### src/rtl/sin_nco_if.sv
// Control and sample bus of the sine/cosine NCO.
// The master drives the phase controls; the slave (the NCO) returns the samples.
interface sin_nco_if #(
  parameter int unsigned OUT_W   = 16,
  parameter int unsigned PHASE_W = 24
);
  logic                      en;
  logic                      clr;
  logic                      freq_we;
  logic [PHASE_W-1:0]        freq_word;
  logic signed [OUT_W-1:0]   sin_out;
  logic signed [OUT_W-1:0]   cos_out;
  logic                      out_valid;
  logic                      out_wrap;

  modport master (
    output en, clr, freq_we, freq_word,
    input  sin_out, cos_out, out_valid, out_wrap
  );

  modport slave (
    input  en, clr, freq_we, freq_word,
    output sin_out, cos_out, out_valid, out_wrap
  );
endinterface

### src/rtl/sin_nco.sv
// Quarter-wave table NCO: phase accumulator, then capture / table read / sign apply.
// Produces sine and cosine at the same phase instant, one sample per enabled cycle.
module sin_nco #(
  parameter int unsigned        OUT_W     = 16,
  parameter int unsigned        PHASE_W   = 24,
  parameter int unsigned        LUT_AW    = 6,
  parameter logic [PHASE_W-1:0] FREQ_INIT = '0
) (
  input  logic     clk,
  input  logic     rst,
  sin_nco_if.slave bus
);

  localparam int unsigned N     = 1 << LUT_AW;
  localparam int unsigned MAG_W = OUT_W - 1;
  localparam int unsigned TOP_W = LUT_AW + 2;

  // Quarter-wave magnitudes sampled at bin centres, rounded half away from zero.
  function automatic logic [N*MAG_W-1:0] build_lut();
    logic [N*MAG_W-1:0] t;
    real amp;
    real x;
    real term;
    real s;
    t   = '0;
    amp = (2.0 ** (OUT_W - 1)) - 1.0;
    for (int i = 0; i < int'(N); i++) begin
      x    = 3.14159265358979323846 * real'(2 * i + 1) / real'(4 * int'(N));
      term = x;
      s    = x;
      for (int k = 1; k <= 12; k++) begin
        term = -term * x * x / real'((2 * k) * (2 * k + 1));
        s    = s + term;
      end
      t[i*int'(MAG_W) +: MAG_W] = MAG_W'($rtoi(amp * s + 0.5));
    end
    return t;
  endfunction

  localparam logic [N*MAG_W-1:0] LUT = build_lut();

  function automatic logic [MAG_W-1:0] lut_at(input logic [LUT_AW-1:0] addr);
    return LUT[int'(addr)*int'(MAG_W) +: MAG_W];
  endfunction

  function automatic logic signed [OUT_W-1:0] apply_sign(input logic [MAG_W-1:0] mag,
                                                         input logic             neg);
    logic signed [OUT_W-1:0] v;
    v = signed'({1'b0, mag});
    return neg ? -v : v;
  endfunction

  logic [PHASE_W-1:0] freq_reg;
  logic [PHASE_W-1:0] phase_acc;
  logic               wrap_pend;

  logic [TOP_W-1:0]   s1_phase;
  logic               s1_valid;
  logic               s1_wrap;

  logic [MAG_W-1:0]   s2_sin_mag;
  logic [MAG_W-1:0]   s2_cos_mag;
  logic               s2_sin_neg;
  logic               s2_cos_neg;
  logic               s2_valid;
  logic               s2_wrap;

  logic signed [OUT_W-1:0] sin_q;
  logic signed [OUT_W-1:0] cos_q;
  logic                    valid_q;
  logic                    wrap_q;

  logic [PHASE_W:0]   sum_c;
  logic [1:0]         q_sin_c;
  logic [1:0]         q_cos_c;
  logic [LUT_AW-1:0]  idx_c;
  logic [LUT_AW-1:0]  sin_addr_c;
  logic [LUT_AW-1:0]  cos_addr_c;

  assign sum_c = {1'b0, phase_acc} + {1'b0, freq_reg};

  // Odd quadrants walk the table backwards; the upper half is negated.
  always_comb begin
    q_sin_c    = s1_phase[TOP_W-1 -: 2];
    idx_c      = s1_phase[LUT_AW-1:0];
    q_cos_c    = q_sin_c + 2'd1;
    sin_addr_c = q_sin_c[0] ? ~idx_c : idx_c;
    cos_addr_c = q_cos_c[0] ? ~idx_c : idx_c;
  end

  // Phase accumulator; wrap_pend marks that the next launched sample opens a period.
  always_ff @(posedge clk) begin
    if (rst) begin
      freq_reg  <= FREQ_INIT;
      phase_acc <= '0;
      wrap_pend <= 1'b1;
    end else begin
      if (bus.freq_we) freq_reg <= bus.freq_word;
      if (bus.clr) begin
        phase_acc <= '0;
        wrap_pend <= 1'b1;
      end else if (bus.en) begin
        phase_acc <= sum_c[PHASE_W-1:0];
        wrap_pend <= sum_c[PHASE_W];
      end
    end
  end

  // Stage 1: capture the pre-add phase (only the bits the decoder uses).
  always_ff @(posedge clk) begin
    if (rst) begin
      s1_phase <= '0;
      s1_valid <= 1'b0;
      s1_wrap  <= 1'b0;
    end else begin
      s1_valid <= bus.en & ~bus.clr;
      if (bus.en && !bus.clr) begin
        s1_phase <= phase_acc[PHASE_W-1 -: TOP_W];
        s1_wrap  <= wrap_pend;
      end
    end
  end

  // Stage 2: table read for both phases.
  always_ff @(posedge clk) begin
    if (rst) begin
      s2_sin_mag <= '0;
      s2_cos_mag <= '0;
      s2_sin_neg <= 1'b0;
      s2_cos_neg <= 1'b0;
      s2_valid   <= 1'b0;
      s2_wrap    <= 1'b0;
    end else begin
      s2_valid <= s1_valid;
      s2_wrap  <= s1_wrap;
      if (s1_valid) begin
        s2_sin_mag <= lut_at(sin_addr_c);
        s2_cos_mag <= lut_at(cos_addr_c);
        s2_sin_neg <= q_sin_c[1];
        s2_cos_neg <= q_cos_c[1];
      end
    end
  end

  // Stage 3: sign apply; sample values hold between valid cycles.
  always_ff @(posedge clk) begin
    if (rst) begin
      sin_q   <= '0;
      cos_q   <= '0;
      valid_q <= 1'b0;
      wrap_q  <= 1'b0;
    end else begin
      valid_q <= s2_valid;
      wrap_q  <= s2_valid & s2_wrap;
      if (s2_valid) begin
        sin_q <= apply_sign(s2_sin_mag, s2_sin_neg);
        cos_q <= apply_sign(s2_cos_mag, s2_cos_neg);
      end
    end
  end

  assign bus.sin_out   = sin_q;
  assign bus.cos_out   = cos_q;
  assign bus.out_valid = valid_q;
  assign bus.out_wrap  = wrap_q;

endmodule

### src/flat_wrapper.sv
// flat-port wrapper written by rule: the top's interface ports become plain ports
module sin_nco_flat 
#(
  parameter int unsigned        OUT_W     = 16,
  parameter int unsigned        PHASE_W   = 24,
  parameter int unsigned        LUT_AW    = 6,
  parameter logic [PHASE_W-1:0] FREQ_INIT = '0
)
  (clk, rst, bus_en, bus_clr, bus_freq_we, bus_freq_word, bus_sin_out, bus_cos_out, bus_out_valid, bus_out_wrap);
  sin_nco_if #(.OUT_W(OUT_W), .PHASE_W(PHASE_W)) bus_i ();
  input  logic clk;
  input  logic rst;
  input wire logic [$bits(bus_i.en)-1:0] bus_en;
  input wire logic [$bits(bus_i.clr)-1:0] bus_clr;
  input wire logic [$bits(bus_i.freq_we)-1:0] bus_freq_we;
  input wire logic [$bits(bus_i.freq_word)-1:0] bus_freq_word;
  output wire logic [$bits(bus_i.sin_out)-1:0] bus_sin_out;
  output wire logic [$bits(bus_i.cos_out)-1:0] bus_cos_out;
  output wire logic [$bits(bus_i.out_valid)-1:0] bus_out_valid;
  output wire logic [$bits(bus_i.out_wrap)-1:0] bus_out_wrap;
  assign bus_i.en = bus_en;
  assign bus_i.clr = bus_clr;
  assign bus_i.freq_we = bus_freq_we;
  assign bus_i.freq_word = bus_freq_word;
  assign bus_sin_out = bus_i.sin_out;
  assign bus_cos_out = bus_i.cos_out;
  assign bus_out_valid = bus_i.out_valid;
  assign bus_out_wrap = bus_i.out_wrap;
  sin_nco #(.OUT_W(OUT_W), .PHASE_W(PHASE_W), .LUT_AW(LUT_AW), .FREQ_INIT(FREQ_INIT)) u_core (.clk(clk), .rst(rst), .bus(bus_i));
endmodule
### config.mk
export PLATFORM = sky130hd
export DESIGN_NAME = sin_nco_flat
export DESIGN_NICKNAME = d
export VERILOG_FILES = /design/src/rtl/sin_nco_if.sv /design/src/rtl/sin_nco.sv /design/src/flat_wrapper.sv
export SDC_FILE = /design/constraint.sdc
export NUM_CORES = 1
export LEC_CHECK = 0
export ABC_AREA = 0
export BUFFER_PORTS_ARGS = -buffer_cell sky130_fd_sc_hd__buf_2
export CELL_PAD_IN_SITES_DETAIL_PLACEMENT = 1
export CELL_PAD_IN_SITES_GLOBAL_PLACEMENT = 1
export CORE_ASPECT_RATIO = 1.2
export CORE_MARGIN = 5
export CORE_UTILIZATION = 41
export DETAILED_ROUTE_END_ITERATION = 6
export GPL_TIMING_DRIVEN = 1
export PLACE_DENSITY_LB_ADDON = 0.2
export SYNTH_ARGS = -nofsm -noshare
export SYNTH_HDL_FRONTEND = slang
export SYNTH_SLANG_ARGS = --single-unit
### constraint.sdc
create_clock -name clk -period 2.87 [get_ports clk]
set_clock_uncertainty 0.1 [all_clocks]
set_input_delay 0.1435 -clock clk [delete_from_list [all_inputs] [get_ports clk]]
set_output_delay 0.1435 -clock clk [all_outputs]
set_load 0.01 [all_outputs]
==> results.sh, run 1 <==
export IMPL_outcome="complete, no violations"
export IMPL_synth_avg_cell_area_sq_um=7.46
export IMPL_dieArea_sq_um=26400
export IMPL_grt_first_pass_wirelength_um=55500
export IMPL_cp_num_buf_inv=0
export IMPL_yosys_register_bits=127
export IMPL_synth_cells=1275
export IMPL_synth_flop_cell="dfxtp_1"
export IMPL_cts_tree="built"
export IMPL_switching_share_pct=29.0
export IMPL_worstSetupStartpointType="flip-flop"
export IMPL_synth_area_leaders="dfxtp_1 (27%), nor2_1 (6.7%), ha_1 (6.0%)"
export IMPL_clock_sinks=127
export IMPL_clock_fmax_ghz=0.365
export IMPL_p_leak_nw=4.37
export IMPL_n_antenna_cell=0
export IMPL_drive_gt1_share_pct=14.4
export IMPL_via_count=9931
export IMPL_syn_cell_area_sq_um=9520
export IMPL_worst_slew_pin_slew_ps=763
export IMPL_cts_made_buffers=17
export IMPL_pwr_share_clk_pct=46.6
export IMPL_slowest_delay_ps=440
export IMPL_ys_seq_area_share_pct=26.7
export IMPL_setup_viol=0
export IMPL_cp_required_ps=3080
export IMPL_syn_nets=1351
export IMPL_ir_worst_vdd_uv=399
export IMPL_finalCritPeriodShare_pct=95.5
export IMPL_syn_to_final_growth_pct=17.0
export IMPL_htree_levels=4
export IMPL_tns_ps=0
export IMPL_initial_core_util_pct=41.3
export IMPL_cp_max_fo=3
export IMPL_wl_per_cell_um=21.0
export IMPL_slowest_stage="nor3_1"
export IMPL_grt_util_all_layers_pct=26.3
export IMPL_drt_iter0_markers=735
export IMPL_final_nets=1406
export IMPL_drc=0
export IMPL_finalNonFillerCells=1658
export IMPL_async_reset_ff_share_pct=0
export IMPL_place_inst=1598
export IMPL_path_clk_slew_ps=70
export IMPL_viasPerCell=5.99
export IMPL_io_buffers=62
export IMPL_cp_arrival_ps=2950
export IMPL_grt_start_max_net_pins=51
export IMPL_hp_class="in -> reg"
export IMPL_p_comb_share_pct=12.7
export IMPL_clockBufferDepth=2
export IMPL_power_density_nw_per_um2=418
export IMPL_worstPathCellList="ha_1, fa_1, a21oi_1, nor3_1, o21ai_0, a31oi_1, a21boi_0, and4_1, a311o_1"
export IMPL_routabilityCongestion=0.951
export IMPL_synth_edf_count=0
export IMPL_path_class="reg -> reg"
export IMPL_p_seq_share_pct=40.7
export IMPL_synth_top_area_share_pct=26.7
export IMPL_rows=61
export IMPL_synth_cells_most_frequent="nor2_1 (169), nand2_1 (129), dfxtp_1 (127)"
export IMPL_synth_area_leader_cell="dfxtp_1"
export IMPL_grt_pass1_vias=10000
export IMPL_end_kind="flip-flop"
export IMPL_drv_cap=0
export IMPL_slew_headroom_pct=49.1
export IMPL_coreArea_sq_um=23000
export IMPL_synth_cell_types=72
export IMPL_detail_route_antenna_nets=0
export IMPL_die_w_um=149
export IMPL_p_int_mw=3.30
export IMPL_die_height_um=177
export IMPL_finalWirelength_um=34700
export IMPL_slew_viol_final=0
export IMPL_period_needed_ps=2740
export IMPL_first_pass_iters=5
export IMPL_crit_family="compound AO/OA/AOI/OAI gates"
export IMPL_antenna_found_initial=0
export IMPL_insertion_delay_ps=430
export IMPL_yosysWarningCount=0
export IMPL_netSwitchingPower_mw=1.35
export IMPL_synth_most_common_cell="nor2_1"
export IMPL_rsz0062_at_grt="false"
export IMPL_io_pins=63
export IMPL_final_hold_viol_count=0
export IMPL_gr_total_overflow=0
export IMPL_clockRootBuffer="clkbuf_16"
export IMPL_dp_hpwl_um=24700
cell families after synthesis:
logic type / after synthesis / synth area share (%)
simple gates: 439 / 20.6
buf+inv: 141 / 6.44
xor+xnor: 55 / 5.77
mux: 48 / 5.18
fa+ha+maj: 49 / 6.47
flops: 127 / 26.7
compound gates: 416 / 28.8
power by group through the flow:
stage	Sequential (mW)	Clock (mW)	Combinational, mW
detailed placement	1.93	0	0.558
floorplan	1.91	0	0.398
global placement	1.93	0	0.545
global route	1.90	2.29	0.655
finish	1.89	2.17	0.593
CTS	1.89	2.22	0.587
final cells by class:
type | instances | area (sq um)
tap | 315 | 394
clock inverter | 14 | 146
fill | 2905 | 11900
multi-input combinational | 1007 | 6430
clock buffer | 18 | 429
timing repair buffer | 152 | 1090
inverter | 25 | 93.8
sequential | 127 | 2550
worst reg2reg max path, stage by stage (launching register included):
cell and delay, ps:
dfxtp_1 340, ha_1 210, fa_1 230, a21oi_1 100
nor3_1 440, o21ai_0 210, a31oi_1 300, a21boi_0 200
and4_1 240, a311o_1 260
worst paths after layout:
check	start	endpoint	slack (ps)	cells past startpoint
setup reg to reg	u_core.freq_reg[0]	u_core.phase_acc[18]	130	9
setup / recovery	u_core.freq_reg[0]	u_core.phase_acc[18]	130	9
hold reg to reg	u_core.s2_wrap	u_core.bus.out_wrap	340	1
hold / removal	bus_en	u_core.phase_acc[2]	60	3
stage by stage:
step	hold WS, ps	setup WS, ps	area, sq um	utilization (%)	power, mW
finish	59.0	129	11100	48.3	4.65
global placement	276	205	10300	44.5	2.47
CTS	44.6	128	11100	48.1	4.70
global route	63.0	3.52	11100	48.3	4.84
detailed placement	283	150	10300	44.5	2.49
floorplan	191	94.0	9520	-	2.31
routing by layer:
metal	part of all wire, %	vias to the layer above	global-route usage [%]
li1	-	4763	-
met1	45	4790	36.3
met2	47	327	42.8
met3	6.0	51	4.20
met4	2.0	0	7.21
met5	0	-	0
cell usage in the layout (no fill, tap or decap), types with 25 or more instances in the layout:
master         count
nor2_1           169
nand2_1          129
dfxtp_1          122
a21oi_1          100
o21ai_0           78
buf_4             63
buf_2             61
mux2i_1           47
a211oi_1          47
ha_1              45
nor3_1            35
xor2_1            29
nand3_1           29
o22ai_1           29
dlygate4sd3_1     25
timing repair:
item / in CTS / in global routing
hold buffers: 25 / 0
setup buffers: 0 / 3
setup endpoints to repair: 0 / 7
hold endpoints to repair: 26 / 0
resized for setup: 0 / 5
Note: power is estimated with default switching activity, not from simulation.
==> inputs of run 2 (changes only) <==
==> constraint.sdc (replaced) <==
create_clock -name clk -period 2.87 [get_ports clk]
set_clock_uncertainty 0.1 [all_clocks]
set_input_delay 0.4305 -clock clk [delete_from_list [all_inputs] [get_ports clk]]
set_output_delay 0.4305 -clock clk [all_outputs]
set_load 0.01 [all_outputs]
==> run 2 against run 1 <==
Net effect:
- combinational power down 5.2%
- maximum frequency decreased by 0.14%
- via count decreased by 0.13%
- global-route usage is essentially flat
- largest cell class unchanged
==> results.sh, run 2 (synthesized netlist as in run 1, its figures left out) <==
export IMPL_clock_fmax_ghz=0.364
export IMPL_layout_commonest_cell="nor2_1"
export IMPL_period_needed_ps=2740
export IMPL_clock_sinks=127
export IMPL_drv_cap=0
export IMPL_cts_tree="built"
export IMPL_final_nets=1381
export IMPL_cp_max_fo=5
export IMPL_io_pins=63
export IMPL_path_class="reg -> reg"
export IMPL_io_buffers=62
export IMPL_dp_hpwl_um=24900
export IMPL_rsz0062_at_grt="true"
export IMPL_cp_required_ps=3070
export IMPL_drive_gt1_share_pct=15.0
export IMPL_fillers=2868
export IMPL_min_to="u_core.freq_reg[18]"
export IMPL_grt_util_all_layers_pct=26.3
export IMPL_cts_hold_fix_buffers=0
export IMPL_place_ws_ps=-132
export IMPL_mostFrequentLayoutCells="nor2_1 (169), nand2_1 (129), dfxtp_1 (123), a21oi_1 (100), o21ai_0 (77)"
export IMPL_clockRootBuffer="clkbuf_16"
export IMPL_p_leak_nw=4.32
export IMPL_finalWirelength_um=34700
export IMPL_power_density_nw_per_um2=442
export IMPL_die_height_um=177
export IMPL_worstSetupStartpointType="flip-flop"
export IMPL_htree_levels=4
export IMPL_reg2reg_from="u_core.phase_acc[16]"
export IMPL_crit_start="u_core.phase_acc[16]"
export IMPL_viasPerCell=6.08
export IMPL_hold_start="bus_freq_word[18]"
export IMPL_multi_input_area_sq_um=6460
export IMPL_fin_ws_ps=125
export IMPL_detail_route_antenna_nets=0
export IMPL_finalCritPeriodShare_pct=95.6
export IMPL_slew_headroom_pct=33.7
export IMPL_via_count=9918
export IMPL_syn_to_final_growth_pct=15.5
export IMPL_r2r_slack_ps=130
export IMPL_r2r_end="u_core.phase_acc[23]"
export IMPL_reg2regPathDepth=8
export IMPL_utilization_pct=47.7
export IMPL_outcome="complete, no violations"
export IMPL_cts_made_buffers=17
export IMPL_insertion_delay_ps=430
export IMPL_grt_start_max_net_pins=58
export IMPL_rows=61
export IMPL_drc=0
export IMPL_gr_total_overflow=0
export IMPL_routabilityCongestion=0.942
export IMPL_hp_class="in -> reg"
export IMPL_coreArea_sq_um=23000
export IMPL_clockBufferDepth=2
export IMPL_drt_iter0_markers=694
export IMPL_n_antenna_cell=0
export IMPL_initial_core_util_pct=41.3
export IMPL_grt_first_pass_wirelength_um=55500
export IMPL_path_clk_slew_ps=70
export IMPL_ir_worst_vdd_uv=384
export IMPL_grt_pass1_vias=9960
export IMPL_wl_per_cell_um=21.3
export IMPL_seqCellArea_sq_um=2550
export IMPL_holdPathStages=3
export IMPL_dieArea_sq_um=26400
export IMPL_end_kind="flip-flop"
export IMPL_worst_slew_pin_slew_ps=995
export IMPL_antenna_found_initial=0
export IMPL_first_pass_iters=5
export IMPL_final_hold_viol_count=0
export IMPL_die_w_um=149
export IMPL_slew_viol_final=0
export IMPL_cp_arrival_ps=2950
export IMPL_setup_viol=0
[run 2: through the flow]
stage | area, sq um | total power, mW | cells | setup TNS (ps) | hold slack (ps)
finish | 11000 | 4.86 | 1632 | 0 | 134
global placement | 10300 | 2.47 | 1600 | -188 | 308
CTS | 11000 | 4.91 | 1631 | 0 | 122
floorplan | 9520 | 2.31 | 1275 | 0 | 306
detailed placement | 10300 | 2.49 | 1600 | -326 | 315
global route | 11000 | 5.05 | 1632 | -5.05 | 134
[run 2: final cells by class]
type                    instances  area share [%]
inverters                      25           0.854
clock inverters                14            1.87
flip-flops and latches        127            23.2
clock buffers                  17            3.87
repair buffers                127            7.86
multi-input cells            1007            58.8
well taps                     315            3.59
[run 2: worst max-delay path by stage]
| stage | end | cells past startpoint |
|---|---|---|
| floorplan | u_core.s2_sin_mag[2] | 13 |
| finish | u_core.phase_acc[23] | 8 |
| detailed placement | u_core.s2_sin_mag[9] | 9 |
| global route | u_core.s2_sin_mag[9] | 9 |
| CTS | u_core.s2_cos_mag[1] | 10 |
| global placement | u_core.s2_sin_mag[9] | 9 |
[run 2: critical path, cell delays in order (launching register included)]
cell      delay (ps)
dfxtp_1          350
ha_1             380
a211oi_1         340
o21bai_1         130
a221oi_1         480
nand3_1          130
o21ai_0          430
xor2_1           180
o21ai_0           90
[run 2: layer usage]
layer  track usage [%]  wire length [um]  up-vias  part of all wire (%)
met4              6.98               543        0                   1.6
met1              35.8             15700     4842                    45
li1                  -                 -     4721                     -
met5                 0                 0        -                     0
met2              43.0             16400      310                    47
met3              4.76              2110       45                   6.1
[run 2: repair_timing]
item / 4_1_cts / 5_1_grt
endpoints found under the setup margin: 6 / 15
buffers inserted: 0 / 1
pin swaps: 0 / 1
resized for setup: 2 / 9
[run 2: report_power, final]
group	internal [mW]	switching, mW
clock	1.47	0.933
sequential	1.83	0.0673
combinational	0.225	0.336
total	3.52	1.34
==> inputs of run 3 (changes only) <==
--- a/config.mk
+++ b/config.mk
@@ -6,13 +6,14 @@
 export NUM_CORES = 1
 export LEC_CHECK = 0
 export ABC_AREA = 0
-export BUFFER_PORTS_ARGS = -buffer_cell sky130_fd_sc_hd__buf_2
+export CAP_MARGIN = 20
 export CELL_PAD_IN_SITES_DETAIL_PLACEMENT = 1
 export CELL_PAD_IN_SITES_GLOBAL_PLACEMENT = 1
 export CORE_ASPECT_RATIO = 1.2
 export CORE_MARGIN = 5
-export CORE_UTILIZATION = 41
+export CORE_UTILIZATION = 44
 export DETAILED_ROUTE_END_ITERATION = 6
+export DONT_BUFFER_PORTS = 1
 export GPL_TIMING_DRIVEN = 1
 export PLACE_DENSITY_LB_ADDON = 0.2
 export SYNTH_ARGS = -nofsm -noshare
==> run 3 against run 2 <==
Net effect:
- utilization rose by 1.4 points
- setup slack improved by 7.9 ps
- sequential share of layout area grew 0.99 points
- cell area shrank 4.1%
- clock-buffer cell count stayed put
- register-to-register slack barely moved
- die area is 6.4% lower
- combinational power fell by 8.5%
- final cell count is 6.1% lower
- maximum frequency is 0.29% higher
- critical endpoint is now u_core.phase_acc[18]
==> results.sh, run 3 (synthesized netlist as in run 1, its figures left out) <==
export IMPL_outcome="complete, no violations"
export IMPL_cts_tree="built"
export IMPL_holdPathStages=1
export IMPL_io_pins=63
export IMPL_slew_headroom_pct=45.9
export IMPL_finalWirelength_um=34400
export IMPL_grt_start_max_net_pins=90
export IMPL_hold_start="rst"
export IMPL_gr_total_overflow=0
export IMPL_slowest_delay_ps=410
export IMPL_dieArea_sq_um=24700
export IMPL_path_clk_slew_ps=70
export IMPL_reg2reg_from="u_core.phase_acc[0]"
export IMPL_end_kind="flip-flop"
export IMPL_viasPerCell=6.39
export IMPL_syn_to_final_growth_pct=10.8
export IMPL_initial_core_util_pct=44.3
export IMPL_coreArea_sq_um=21500
export IMPL_antenna_found_initial=0
export IMPL_slew_viol_final=0
export IMPL_drc=0
export IMPL_period_needed_ps=2740
export IMPL_power_mw=4.62
export IMPL_cp_max_fo=3
export IMPL_grt_first_pass_wirelength_um=54700
export IMPL_io_buffers=0
export IMPL_finalCritPeriodShare_pct=95.4
export IMPL_clock_sinks=127
export IMPL_detail_route_antenna_nets=0
export IMPL_die_w_um=144
export IMPL_hp_class="in -> reg"
export IMPL_worst_slew_pin_slew_ps=808
export IMPL_dp_hpwl_um=24700
export IMPL_worstSetupStartpointType="flip-flop"
export IMPL_crit_cells=9
export IMPL_final_nets=1322
export IMPL_rows=59
export IMPL_crit_family="compound AO/OA/AOI/OAI gates"
export IMPL_drv_cap=0
export IMPL_worstPathCellList="ha_1, fa_1, a21oi_1, nor3_1, o21ai_0, a31oi_1, a21boi_0, nor4_1, a311o_1"
export IMPL_setup_viol=0
export IMPL_grt_util_all_layers_pct=28.0
export IMPL_n_antenna_cell=0
export IMPL_r2r_end="u_core.phase_acc[18]"
export IMPL_mostFrequentLayoutCells="nor2_1 (169), nand2_1 (129), dfxtp_1 (123), a21oi_1 (100), o21ai_0 (78)"
export IMPL_drive_gt1_share_pct=10.3
export IMPL_clockRootBuffer="clkbuf_16"
export IMPL_insertion_delay_ps=430
export IMPL_routabilityCongestion=0.931
export IMPL_wl_per_cell_um=22.4
export IMPL_path_class="reg -> reg"
export IMPL_clock_fmax_ghz=0.365
export IMPL_r2r_slack_ps=130
export IMPL_place_ws_ps=28.4
export IMPL_layout_commonest_cell="nor2_1"
export IMPL_fin_ws_ps=133
export IMPL_slowest_stage="fa_1"
export IMPL_power_density_nw_per_um2=439
export IMPL_ir_worst_vdd_uv=426
export IMPL_die_height_um=171
export IMPL_reg2regPathDepth=9
export IMPL_cp_required_ps=3090
export IMPL_clockBufferDepth=2
export IMPL_grt_pass1_vias=9930
export IMPL_first_pass_iters=6
export IMPL_p_leak_nw=4.00
export IMPL_fillers=2666
export IMPL_via_count=9791
export IMPL_min_to="u_core.s2_cos_mag[4]"
export IMPL_cts_made_buffers=17
export IMPL_htree_levels=4
export IMPL_drt_iter0_markers=871
export IMPL_cp_arrival_ps=2950
export IMPL_cp_num_buf_inv=0
export IMPL_final_hold_viol_count=0
==> run 3: repair_timing <==
item                                    CTS  global route
gates resized for setup                   0             4
setup buffers                             0             2
endpoints found under the hold margin    90             0
endpoints found under the setup margin    0             6
hold buffers                              4             0
==> run 3: metal layers <==
metal  vias to the layer above  global-route usage, %  wire length (um)
li1                       4591                      -                 -
met1                      4750                   32.3             13500
met2                       351                   50.2             17400
met3                        99                   3.66              1720
met4                         0                   13.8              1800
met5                         -                      0                 0
==> run 3: per-stage QoR <==
stage	cell area, sq um	setup TNS (ps)	hold WS (ps)	util (%)	instances
CTS	10500	0	9.79	48.9	1531
global placement	9870	0	308	45.9	1495
global route	10500	-1.09	1.22	49.1	1533
finish	10500	0	22.6	49.1	1533
floorplan	9520	0	306	-	1275
detailed placement	9870	0	328	45.9	1495
==> run 3: how the worst max path moves through the flow <==
stage / startpoint / end
2_1_floorplan: u_core.s1_phase[6] / u_core.s2_sin_mag[2]
3_3_place_gp: u_core.s1_phase[6] / u_core.s2_sin_mag[10]
3_5_place_dp: u_core.s1_phase[6] / u_core.s2_sin_mag[10]
4_1_cts: u_core.s1_phase[6] / u_core.s2_sin_mag[10]
5_1_grt: u_core.s1_phase[6] / u_core.s2_sin_mag[6]
6_report: u_core.phase_acc[0] / u_core.phase_acc[18]
==> run 3: worst reg2reg max path: cells and delay by family, from the launching register on <==
kind | cells | cell delay, ps
fa+ha+maj | 2 | 650
compound gates | 5 | 1350
simple gates | 2 | 220
flops | 1 | 320
==> run 3: layout make-up <==
type | count | area, sq um | area share [%]
clock buffers | 17 | 425 | 4.04
clock inverters | 15 | 163 | 1.54
inverters | 25 | 93.8 | 0.890
multi-input cells | 1007 | 6410 | 60.9
flip-flops and latches | 127 | 2550 | 24.2
well taps | 274 | 343 | 3.25
repair buffers | 68 | 551 | 5.22
==> run 3: report_power, final <==
part | leakage (nW) | switching, mW | internal [mW] | total [mW]
combinational | 2.67 | 0.309 | 0.205 | 0.514
clock | 0.285 | 0.973 | 1.24 | 2.21
sequential | 1.04 | 0.0711 | 1.83 | 1.90
total | 4.00 | 1.35 | 3.27 | 4.62
